[config.mk]
export PLATFORM = sky130hd
export DESIGN_NAME = push_to_axis_mux_flat
export DESIGN_NICKNAME = d
export VERILOG_FILES = /design/src/rtl/push_to_axis_mux_if.sv /design/src/rtl/push_to_axis_mux.sv /design/src/flat_wrapper.sv
export SDC_FILE = /design/constraint.sdc
export NUM_CORES = 1
export LEC_CHECK = 0
export ABC_AREA = 1
export ABC_CLOCK_PERIOD_IN_PS = 11600
export CAP_MARGIN = 15
export CORE_ASPECT_RATIO = 1.1
export CORE_MARGIN = 3
export CORE_UTILIZATION = 35
export DETAILED_ROUTE_END_ITERATION = 8
export SYNTH_ARGS = -nofsm -noshare
export SYNTH_HDL_FRONTEND = slang
export SYNTH_SLANG_ARGS = --single-unit
[constraint.sdc]
create_clock -name clock -period 11.6 [get_ports clock]
set_input_delay 2.9 -clock clock [delete_from_list [all_inputs] [get_ports clock]]
set_output_delay 2.9 -clock clock [all_outputs]
set_load 0.02 [all_outputs]
[src/rtl/push_to_axis_mux_if.sv]
// Bundle of the push-side and stream-side signals of push_to_axis_mux.
// Parameters mirror the widths of the block that uses it.
//   idata/ienable : per-channel push words and strobes (into the block)
//   iafull        : per-channel almost-full flags (out of the block)
//   overflow      : per-channel sticky drop flags (out), oclear clears them (in)
//   drop_count    : saturating dropped-word total (out), cclear clears it (in)
//   odata/ochan/ovalid/oready : AXI stream towards the sink
// The slave modport is the view of the block itself; master is the view of
// whatever drives the pushes and sinks the stream.
interface push_to_axis_mux_if #(
  parameter int DATA_WIDTH = 8,
  parameter int CHANNELS   = 4,
  parameter int ID_WIDTH   = 2,
  parameter int CNT_WIDTH  = 16
);
  logic [CHANNELS*DATA_WIDTH-1:0] idata;
  logic [CHANNELS-1:0]            ienable;
  logic [CHANNELS-1:0]            iafull;
  logic [CHANNELS-1:0]            overflow;
  logic [CHANNELS-1:0]            oclear;
  logic [CNT_WIDTH-1:0]           drop_count;
  logic                           cclear;
  logic [DATA_WIDTH-1:0]          odata;
  logic [ID_WIDTH-1:0]            ochan;
  logic                           ovalid;
  logic                           oready;

  modport master (
    output idata, ienable, oclear, cclear, oready,
    input  iafull, overflow, drop_count, odata, ochan, ovalid
  );

  modport slave (
    input  idata, ienable, oclear, cclear, oready,
    output iafull, overflow, drop_count, odata, ochan, ovalid
  );
endinterface

[src/rtl/push_to_axis_mux.sv]
// push_to_axis_mux: merges CHANNELS clock-enable push inputs into one registered
// AXI stream tagged with the source channel id.
//   clock  : single rising-edge clock
//   resetn : asynchronous active-low reset
//   bus    : slave view of push_to_axis_mux_if (pushes, flags, counter, stream)
// Each channel owns a FIFO of 2**ADDR_WIDTH-1 words. A word pushed into a full
// FIFO is dropped (never overwrites queued data), sets that channel's sticky
// overflow flag and bumps a shared saturating drop counter. A round-robin
// arbiter refills the output register whenever it is empty or being taken.
// Pushes pass through an input register first, so a word sampled at edge k
// enters its FIFO at edge k+1 and can be presented on the stream after k+2.
module push_to_axis_mux #(
  parameter int DATA_WIDTH  = 8,
  parameter int ADDR_WIDTH  = 4,
  parameter int CHANNELS    = 4,
  parameter int ID_WIDTH    = 2,
  parameter int AFULL_LIMIT = 1 << (ADDR_WIDTH - 1),
  parameter int CNT_WIDTH   = 16
) (
  input  logic               clock,
  input  logic               resetn,
  push_to_axis_mux_if.slave  bus
);
  localparam int DEPTH     = 1 << ADDR_WIDTH;
  // Wide enough to hold the counter plus one cycle's worth of drops.
  localparam int SUM_WIDTH = CNT_WIDTH + $clog2(CHANNELS + 1);
  localparam logic [ADDR_WIDTH-1:0] FULL_LEVEL = {ADDR_WIDTH{1'b1}};
  localparam logic [SUM_WIDTH-1:0]  CNT_MAX    =
    {{(SUM_WIDTH-CNT_WIDTH){1'b0}}, {CNT_WIDTH{1'b1}}};

  // Registered push inputs
  logic [CHANNELS*DATA_WIDTH-1:0] in_data_q, in_data_d;
  logic [CHANNELS-1:0]            in_push_q, in_push_d;

  // FIFO state
  logic [CHANNELS-1:0][ADDR_WIDTH-1:0] waddr_q, waddr_d;
  logic [CHANNELS-1:0][ADDR_WIDTH-1:0] raddr_q, raddr_d;
  logic [DATA_WIDTH-1:0]               mem_q [CHANNELS][DEPTH];

  // Flags, counter, output register, arbiter pointer
  logic [CHANNELS-1:0]   iafull_q, iafull_d;
  logic [CHANNELS-1:0]   overflow_q, overflow_d;
  logic [CNT_WIDTH-1:0]  drop_count_q, drop_count_d;
  logic [DATA_WIDTH-1:0] odata_q, odata_d;
  logic [ID_WIDTH-1:0]   ochan_q, ochan_d;
  logic                  ovalid_q, ovalid_d;
  logic [ID_WIDTH-1:0]   ptr_q, ptr_d;

  // Combinational helpers
  logic [CHANNELS-1:0][ADDR_WIDTH-1:0] size_s;
  logic [CHANNELS-1:0]   accept_s;
  logic [CHANNELS-1:0]   drop_s;
  logic [CHANNELS-1:0]   pop_s;
  logic                  load_s;
  logic                  grant_valid_s;
  logic [ID_WIDTH-1:0]   grant_id_s;
  logic [ID_WIDTH-1:0]   cand_s;
  logic                  take_s;
  logic [DATA_WIDTH-1:0] grant_data_s;
  logic [SUM_WIDTH-1:0]  drop_sum_s;
  logic [SUM_WIDTH-1:0]  next_count_s;

  // Input capture stage
  always_comb begin
    in_data_d = bus.idata;
    in_push_d = bus.ienable;
  end

  // FIFO occupancy, wrapping difference of the pointers
  always_comb begin
    size_s = {(CHANNELS*ADDR_WIDTH){1'b0}};
    for (int c = 0; c < CHANNELS; c++) begin
      size_s[c] = waddr_q[c] - raddr_q[c];
    end
  end

  // Round-robin arbiter: first non-empty channel after the last granted one
  always_comb begin
    load_s        = !ovalid_q || bus.oready;
    grant_valid_s = 1'b0;
    grant_id_s    = ptr_q;
    cand_s        = ptr_q;
    take_s        = 1'b0;
    for (int i = 1; i <= CHANNELS; i++) begin
      cand_s        = ID_WIDTH'((int'(ptr_q) + i) % CHANNELS);
      take_s        = !grant_valid_s && (size_s[cand_s] != {ADDR_WIDTH{1'b0}});
      grant_id_s    = take_s ? cand_s : grant_id_s;
      grant_valid_s = grant_valid_s || take_s;
    end
    grant_data_s = mem_q[grant_id_s][raddr_q[grant_id_s]];
    pop_s = {CHANNELS{1'b0}};
    for (int c = 0; c < CHANNELS; c++) begin
      pop_s[c] = load_s && grant_valid_s && (grant_id_s == ID_WIDTH'(c));
    end
  end

  // Accept/drop decision and FIFO pointer updates; a pop frees a full FIFO
  always_comb begin
    accept_s = {CHANNELS{1'b0}};
    drop_s   = {CHANNELS{1'b0}};
    waddr_d  = waddr_q;
    raddr_d  = raddr_q;
    iafull_d = {CHANNELS{1'b0}};
    for (int c = 0; c < CHANNELS; c++) begin
      accept_s[c] = in_push_q[c] && ((size_s[c] != FULL_LEVEL) || pop_s[c]);
      drop_s[c]   = in_push_q[c] && !accept_s[c];
      waddr_d[c]  = waddr_q[c] + {{(ADDR_WIDTH-1){1'b0}}, accept_s[c]};
      raddr_d[c]  = raddr_q[c] + {{(ADDR_WIDTH-1){1'b0}}, pop_s[c]};
      iafull_d[c] = int'(size_s[c]) >= AFULL_LIMIT;
    end
  end

  // Sticky overflow (a new drop beats oclear) and saturating drop counter
  always_comb begin
    overflow_d = drop_s | (overflow_q & ~bus.oclear);
    drop_sum_s = {SUM_WIDTH{1'b0}};
    for (int c = 0; c < CHANNELS; c++) begin
      drop_sum_s = drop_sum_s + {{(SUM_WIDTH-1){1'b0}}, drop_s[c]};
    end
    next_count_s = {{(SUM_WIDTH-CNT_WIDTH){1'b0}}, drop_count_q} + drop_sum_s;
    if (bus.cclear) begin
      drop_count_d = {CNT_WIDTH{1'b0}};
    end else if (next_count_s > CNT_MAX) begin
      drop_count_d = {CNT_WIDTH{1'b1}};
    end else begin
      drop_count_d = next_count_s[CNT_WIDTH-1:0];
    end
  end

  // Output register: refill on load, otherwise hold for the sink
  always_comb begin
    odata_d  = odata_q;
    ochan_d  = ochan_q;
    ovalid_d = ovalid_q;
    ptr_d    = ptr_q;
    if (load_s) begin
      ovalid_d = grant_valid_s;
      if (grant_valid_s) begin
        odata_d = grant_data_s;
        ochan_d = grant_id_s;
        ptr_d   = grant_id_s;
      end else begin
        odata_d = odata_q;
        ochan_d = ochan_q;
        ptr_d   = ptr_q;
      end
    end else begin
      ovalid_d = ovalid_q;
    end
  end

  // FIFO storage; contents need no reset because the pointers are reset
  always_ff @(posedge clock) begin
    for (int c = 0; c < CHANNELS; c++) begin
      if (accept_s[c]) begin
        mem_q[c][waddr_q[c]] <= in_data_q[c*DATA_WIDTH +: DATA_WIDTH];
      end
    end
  end

  // State registers
  always_ff @(posedge clock or negedge resetn) begin
    if (!resetn) begin
      in_data_q    <= {(CHANNELS*DATA_WIDTH){1'b0}};
      in_push_q    <= {CHANNELS{1'b0}};
      waddr_q      <= {(CHANNELS*ADDR_WIDTH){1'b0}};
      raddr_q      <= {(CHANNELS*ADDR_WIDTH){1'b0}};
      iafull_q     <= {CHANNELS{1'b1}};
      overflow_q   <= {CHANNELS{1'b0}};
      drop_count_q <= {CNT_WIDTH{1'b0}};
      odata_q      <= {DATA_WIDTH{1'b0}};
      ochan_q      <= {ID_WIDTH{1'b0}};
      ovalid_q     <= 1'b0;
      ptr_q        <= {ID_WIDTH{1'b0}};
    end else begin
      in_data_q    <= in_data_d;
      in_push_q    <= in_push_d;
      waddr_q      <= waddr_d;
      raddr_q      <= raddr_d;
      iafull_q     <= iafull_d;
      overflow_q   <= overflow_d;
      drop_count_q <= drop_count_d;
      odata_q      <= odata_d;
      ochan_q      <= ochan_d;
      ovalid_q     <= ovalid_d;
      ptr_q        <= ptr_d;
    end
  end

  assign bus.iafull     = iafull_q;
  assign bus.overflow   = overflow_q;
  assign bus.drop_count = drop_count_q;
  assign bus.odata      = odata_q;
  assign bus.ochan      = ochan_q;
  assign bus.ovalid     = ovalid_q;
endmodule
[src/flat_wrapper.sv]
// flat-port wrapper written by rule: the top's interface ports become plain ports
module push_to_axis_mux_flat 
#(
  parameter int DATA_WIDTH  = 8,
  parameter int ADDR_WIDTH  = 4,
  parameter int CHANNELS    = 4,
  parameter int ID_WIDTH    = 2,
  parameter int AFULL_LIMIT = 1 << (ADDR_WIDTH - 1),
  parameter int CNT_WIDTH   = 16
)
  (clock, resetn, bus_idata, bus_ienable, bus_oclear, bus_cclear, bus_oready, bus_iafull, bus_overflow, bus_drop_count, bus_odata, bus_ochan, bus_ovalid);
  push_to_axis_mux_if #(.DATA_WIDTH(DATA_WIDTH), .CHANNELS(CHANNELS), .ID_WIDTH(ID_WIDTH), .CNT_WIDTH(CNT_WIDTH)) bus_i ();
  input  logic clock;
  input  logic resetn;
  input wire logic [$bits(bus_i.idata)-1:0] bus_idata;
  input wire logic [$bits(bus_i.ienable)-1:0] bus_ienable;
  input wire logic [$bits(bus_i.oclear)-1:0] bus_oclear;
  input wire logic [$bits(bus_i.cclear)-1:0] bus_cclear;
  input wire logic [$bits(bus_i.oready)-1:0] bus_oready;
  output wire logic [$bits(bus_i.iafull)-1:0] bus_iafull;
  output wire logic [$bits(bus_i.overflow)-1:0] bus_overflow;
  output wire logic [$bits(bus_i.drop_count)-1:0] bus_drop_count;
  output wire logic [$bits(bus_i.odata)-1:0] bus_odata;
  output wire logic [$bits(bus_i.ochan)-1:0] bus_ochan;
  output wire logic [$bits(bus_i.ovalid)-1:0] bus_ovalid;
  assign bus_i.idata = bus_idata;
  assign bus_i.ienable = bus_ienable;
  assign bus_i.oclear = bus_oclear;
  assign bus_i.cclear = bus_cclear;
  assign bus_i.oready = bus_oready;
  assign bus_iafull = bus_i.iafull;
  assign bus_overflow = bus_i.overflow;
  assign bus_drop_count = bus_i.drop_count;
  assign bus_odata = bus_i.odata;
  assign bus_ochan = bus_i.ochan;
  assign bus_ovalid = bus_i.ovalid;
  push_to_axis_mux #(.DATA_WIDTH(DATA_WIDTH), .ADDR_WIDTH(ADDR_WIDTH), .CHANNELS(CHANNELS), .ID_WIDTH(ID_WIDTH), .AFULL_LIMIT(AFULL_LIMIT), .CNT_WIDTH(CNT_WIDTH)) u_core (.clock(clock), .resetn(resetn), .bus(bus_i));
endmodule
==> reports/metrics.csv, run 1 <==
metric,value,unit
dpl-instance-area,29300,sq um
setup_violations,0,
synth_edf_count,512,
crit_fanout,53,
post_cts_buffers,0,
dr.pass1.iters,5,
syn_area,27800,sq um
cp_data_required_time,12.10,ns
fmax,145,MHz
vias,19500,
grt_pass1_vias,18800,
cts_sinks,615,
crit_type,reg2reg,
avgSynthCellArea,10.2,sq um
slowest_stage,nand2_4,
fin_area,31600,sq um
numCtsBuffers,68,
fp-row-count,107,
fin_crit,6.92,ns
critPathCaptureType,flop,
die_w,275,microns
skew,0.0182,ns
syn_to_final_growth,13.6,%
antenna_cells,0,
dp.cells,3717,
coreArea,78100,sq um
hold-path-endpoint,u_core.bus.odata[7],
synth.distinct_cells,43,
min_from,u_core.bus.odata[7],
cts.clk_slew.worst_paths,0.06,ns
numPortBuffers,78,
antenna_found_initial,2,
grt_first_pass_wirelength,121000,microns
max-cap-violations,0,
wire_per_inst,21.8,microns
place_congestion,0.924,
holdPathStages,2,
ctsHoldBuffers,0,
finalNonFillerCells,3838,
seqCellArea,18000,sq um
grt_max_degree,119,
io_pins,79,
rsz0062_at_grt,false,
ff2ff_setup_slack,4.68,ns
slew_viol_final,0,
cpPeakStageDelay,0.84,ns
ys_seq_area_share,64.6,%
tightest_slew,1.15,ns
final_nets,2835,
drc,0,
cp.arrival,7.42,ns
ys_seq_elements,615,
drt_wl_total,83500,microns
drt-initial-drc-count,1783,
mostFrequentLayoutCell,nand2_1,
min_path_type,reg2reg,
start_kind,flop,
worstSkewPairLatency,0.60,ns
initial_core_util,35.6,%
viasPerCell,5.09,
dieArea,82800,sq um
syn_inst,2732,
cts_resized,0,
grt_usage,20.0,%
die_h,302,microns
cts_root_buf,clkbuf_16,
hpwlAfterDp,53000,microns
nFillCells,7496,
ant_nets,0,
clk_path_buf_depth,3,
post-route-util,40.5,%
htree_num_levels,3,
finalCritPeriodShare,59.6,%
status,completed,
gr-total-overflow,0,
reg2regPathDepth,30,
max-slew-margin-rel,23.3,%
ys_async_sr_fraction,16.7,%
tns,0,ns
drive_gt1_share,5.42,%
synthFlopType,edfxtp_1,
final_cell_mix,"nand2_1, edfxtp_1, nand3_1",
syn_nets,2815,
multi_input_area,8340,sq um
yosysWarnings,0,
final_hold_viol_count,0,
worstReg2RegEnd,u_core.bus.drop_count[3],
cts_tree,yes,
r2r-start,u_core.waddr_q[4],
## stage by stage
step                      hold slack [ns]  worst slack (ns)
after floorplan                     0.463              5.61
after global placement              0.463              4.70
after detailed placement            0.469              4.60
after CTS                           0.484              4.69
after global routing                0.492              3.98
final                               0.478              4.68
## Yosys cell counts, types with 2 or more instances
| master | instances | share of area (%) |
|---|---|---|
| buf_2 | 66 | 1.2 |
| xor2_1 | 29 | 0.91 |
| or2_1 | 5 | 0.11 |
| dfrtp_1 | 99 | 8.9 |
| nand3b_1 | 96 | 2.6 |
| nor2_2 | 2 | 0.045 |
| and2_1 | 2 | 0.045 |
| buf_6 | 8 | 0.32 |
| ha_1 | 33 | 1.5 |
| dfstp_2 | 4 | 0.38 |
| o21ai_1 | 5 | 0.090 |
| fa_1 | 6 | 0.43 |
| xnor2_1 | 8 | 0.25 |
| buf_4 | 17 | 0.46 |
| nor4_1 | 3 | 0.068 |
| o22ai_1 | 3 | 0.068 |
| inv_1 | 212 | 2.9 |
| nand2_2 | 8 | 0.18 |
| a21oi_1 | 22 | 0.40 |
| a31oi_1 | 2 | 0.045 |
| clkbuf_1 | 43 | 0.58 |
| nand3_1 | 358 | 6.4 |
| buf_1 | 6 | 0.081 |
| edfxtp_1 | 512 | 55 |
| nor2_1 | 104 | 1.4 |
| nor3_1 | 7 | 0.13 |
| inv_2 | 5 | 0.068 |
| nand4_1 | 4 | 0.090 |
| nand2_1 | 1019 | 14 |
| nand3_2 | 8 | 0.29 |
| o21ai_0 | 22 | 0.40 |
| o211ai_2 | 3 | 0.14 |
## registers in the layout, indices dropped and copies added, names as in the netlist
register and flops:
u_core.mem_q 512, u_core.in_data_q 32, u_core.bus.drop_count 16, u_core.raddr_q 16, u_core.waddr_q 16, u_core.bus.odata 8
u_core.bus.iafull 4, u_core.bus.overflow 4, u_core.in_push_q 4, u_core.bus.ochan 2, u_core.bus.ovalid 1
## worst max-delay path by stage
| stage | endpoint | slack, ns | start | cells past startpoint |
|---|---|---|---|---|
| after floorplan | u_core.bus.drop_count[10] | 5.61 | bus_oready | 20 |
| after global placement | u_core.bus.drop_count[9] | 4.70 | bus_oready | 21 |
| final | u_core.bus.drop_count[3] | 4.68 | u_core.waddr_q[4] | 30 |
| after detailed placement | u_core.bus.drop_count[3] | 4.60 | bus_oready | 21 |
| after CTS | u_core.bus.drop_count[3] | 4.69 | u_core.waddr_q[4] | 30 |
| after global routing | u_core.bus.drop_count[3] | 3.98 | u_core.waddr_q[4] | 30 |
## metal layers
metal	routed length, microns	track usage (%)	vias to the layer above	part of all wire [%]
met5	19	0	-	0.023
met4	4440	9.86	2	5.3
met3	5010	3.47	182	6.0
met2	40700	33.5	738	49
met1	33400	25.0	9539	40
li1	-	-	9087	-
## kinds of logic after synthesis
| family | count (synthesis) | synth area share, % |
|---|---|---|
| buffers and inverters | 357 | 5.56 |
| adders and majority gates | 39 | 1.92 |
| and+or+nand+nor | 1621 | 25.3 |
| AOI/OAI and AO/OA | 62 | 1.35 |
| xor gates and xnor gates | 38 | 1.22 |
| DFF | 615 | 64.6 |
## cell type report
type	instances	area share, %
Clock buffer	86	5.97
Clock inverter	35	1.35
Inverter	217	2.58
Multi-Input combinational cell	1760	26.4
Sequential cell	615	56.9
Tap cell	1035	4.10
Timing Repair Buffer	90	2.75
## critical path: cells and delay by family, from the launching register on
kind / cells / cell delay (ns)
AO/OA/AOI/OAI: 3 / 0.64
adder cells (fa/ha/maj): 6 / 1.76
buffers and inverters: 5 / 0.60
flip-flops: 1 / 0.42
AND/OR/NAND/NOR: 16 / 3.38
Power of run 1 is left out: the tool's default activity adds up to more than one toggle a clock period on the data nets, which glitch-free logic cannot reach.
==> run 2, diff against run 1 <==
--- a/config.mk
+++ b/config.mk
@@ -6,7 +6,7 @@
 export NUM_CORES = 1
 export LEC_CHECK = 0
 export ABC_AREA = 1
-export ABC_CLOCK_PERIOD_IN_PS = 11600
+export ABC_CLOCK_PERIOD_IN_PS = 5700
 export CAP_MARGIN = 15
 export CORE_ASPECT_RATIO = 1.1
 export CORE_MARGIN = 3
==> constraint.sdc (replaced) <==
create_clock -name clock -period 5.7 [get_ports clock]
set_input_delay 1.425 -clock clock [delete_from_list [all_inputs] [get_ports clock]]
set_output_delay 1.425 -clock clock [all_outputs]
set_load 0.02 [all_outputs]
==> reports/metrics.csv, run 2 (synthesis results as in run 1) <==
metric,value,unit,change
final_nets,2876,,+1.4%
hpwlAfterDp,54000,microns,+1.9%
cp_data_required_time,6.22,ns,-5.88 ns
slowest_stage,fa_1,,
max-cap-violations,0,,unchanged
critPathCaptureType,flop,,
io_pins,79,,unchanged
min_path_type,reg2reg,,
gr-total-overflow,0,,unchanged
drive_gt1_share,8.61,%,+3.2 points
viasPerCell,5.06,,-0.56%
slew_viol_final,0,,unchanged
cts_tree,yes,,
layout_setup_ws,0.272,ns,-4.41 ns
wire_per_inst,22.0,microns,+1.1%
dr.pass1.iters,9,,+4
dieArea,82800,sq um,unchanged
max-slew-margin-rel,8.24,%,-15 points
whs,0.474,ns,-0.00380 ns
finalCritPeriodShare,95.2,%,+36 points
numCtsBuffers,69,,+1.5%
mostFrequentLayoutCell,nand2_1,,
antenna_cells,0,,unchanged
largest_reg_flops,512,,unchanged
initial_core_util,35.6,%,unchanged
fin_crit,5.43,ns,-1.49 ns
r2r-start,u_core.waddr_q[0],,
crit_type,reg2reg,,
tns,0,ns,unchanged
final_cell_mix,"nand2_1, edfxtp_1, nand3_1",,
path_buf_inv,7,,+2
drc,0,,unchanged
grt_pass1_vias,18800,,-0.28%
pre_cts_slack,-0.0187,ns,-4.62 ns
skew,0.0291,ns,+0.0110 ns
cp-startpoint,u_core.waddr_q[0],,
clk_path_buf_depth,3,,unchanged
reg2regPathDepth,31,,+3.3%
vias,19700,,+0.58%
drt_wl_total,85400,microns,+2.3%
cts_root_buf,clkbuf_16,,
coreArea,78100,sq um,unchanged
cpPeakStageDelay,0.50,ns,-0.34 ns
min_from,u_core.bus.odata[5],,
antenna_found_initial,1,,-1
start_kind,flop,,
fp-row-count,107,,unchanged
die_w,275,microns,unchanged
place_congestion,0.929,,+0.55%
fmax,184,MHz,+27%
fin_area,32000,sq um,+1.4%
status,completed,,
tightest_slew,1.38,ns,+0.225 ns
grt_first_pass_wirelength,122000,microns,+1.1%
crit_fanout,7,,-87%
holdPathStages,2,,unchanged
setup_violations,0,,unchanged
grt_max_degree,211,,+77%
ant_nets,0,,unchanged
final_hold_viol_count,0,,unchanged
crit_family,adder cells,,
critPathMostFrequentCell,inv_2,,
htree_num_levels,3,,unchanged
grt_usage,20.4,%,+0.37 points
syn_to_final_growth,15.3,%,
ctsHoldBuffers,0,,unchanged
cts.clk_slew.worst_paths,0.06,ns,about the same
path_depth,31,,+3.3%
numPortBuffers,78,,unchanged
drt-initial-drc-count,1986,,+11%
die_h,302,microns,unchanged
cts_sinks,615,,unchanged
cp.arrival,5.94,ns,-1.48 ns
worstSkewPairLatency,0.62,ns,+0.02 ns
dpl-instance-area,29500,sq um,+0.63%
[run 2: worst reg2reg max path: cells and delay by family (launching register included)]
family,cells,cell delay [ns]
AO/OA/AOI/OAI,4,0.69
adder cells (fa/ha/maj),6,1.75
buffers and inverters,7,0.76
flip-flops,1,0.41
AND/OR/NAND/NOR,14,1.72
[run 2: through the flow]
stage               cells  utilization, %
floorplan            2732               -
global placement     3735            37.7
detailed placement   3735            37.7
CTS                  3860            40.6
global route         3882            41.0
finish               3882            41.0
[run 2: final cells by class]
type                    count  area (sq um)
repair inverters            1          7.51
flip-flops and latches    615         18000
clock buffers              85          1840
repair buffers            129          1210
well taps                1035          1290
inverters                 217           817
clock inverters            40           374
fillers                  7564         46000
multi-input cells        1760          8530
[run 2: repair_timing]
item                       CTS  global route
setup buffers                0            21
hold endpoints to repair     0             0
cloned                       0             1
setup endpoints to repair    5            18
resized for setup            1            65
pin swaps                    0            37
[run 2: final timing paths]
| path | end | slack, ns |
|---|---|---|
| max in group asynchronous | u_core.in_data_q[2] | 3.71 |
| hold reg to reg | u_core.bus.odata[5] | 0.47 |
| setup reg to reg | u_core.bus.drop_count[8] | 0.27 |
| setup / recovery | u_core.bus.drop_count[8] | 0.27 |
| hold / removal | u_core.bus.odata[5] | 0.47 |
| min in group asynchronous | u_core.in_data_q[18] | 0.85 |
[run 2: per-layer routing]
layer / global-route usage, % / share of wire (%) / vias up
met3: 3.15 / 6.1 / 169
li1: - / - / 9180
met2: 34.3 / 49 / 747
met5: 0 / 0 / -
met1: 25.2 / 39 / 9565
met4: 11.0 / 5.7 / 0
Power of run 2 is left out for the same reason.
==> run 3, diff against run 2 <==
--- a/config.mk
+++ b/config.mk
@@ -6,7 +6,6 @@
 export NUM_CORES = 1
 export LEC_CHECK = 0
 export ABC_AREA = 1
-export ABC_CLOCK_PERIOD_IN_PS = 5700
 export CAP_MARGIN = 15
 export CORE_ASPECT_RATIO = 1.1
 export CORE_MARGIN = 3
==> results of run 3 <==
No change in the layout: final DEF, timing and power equal those of run 2.
Power of run 3 is left out for the same reason.
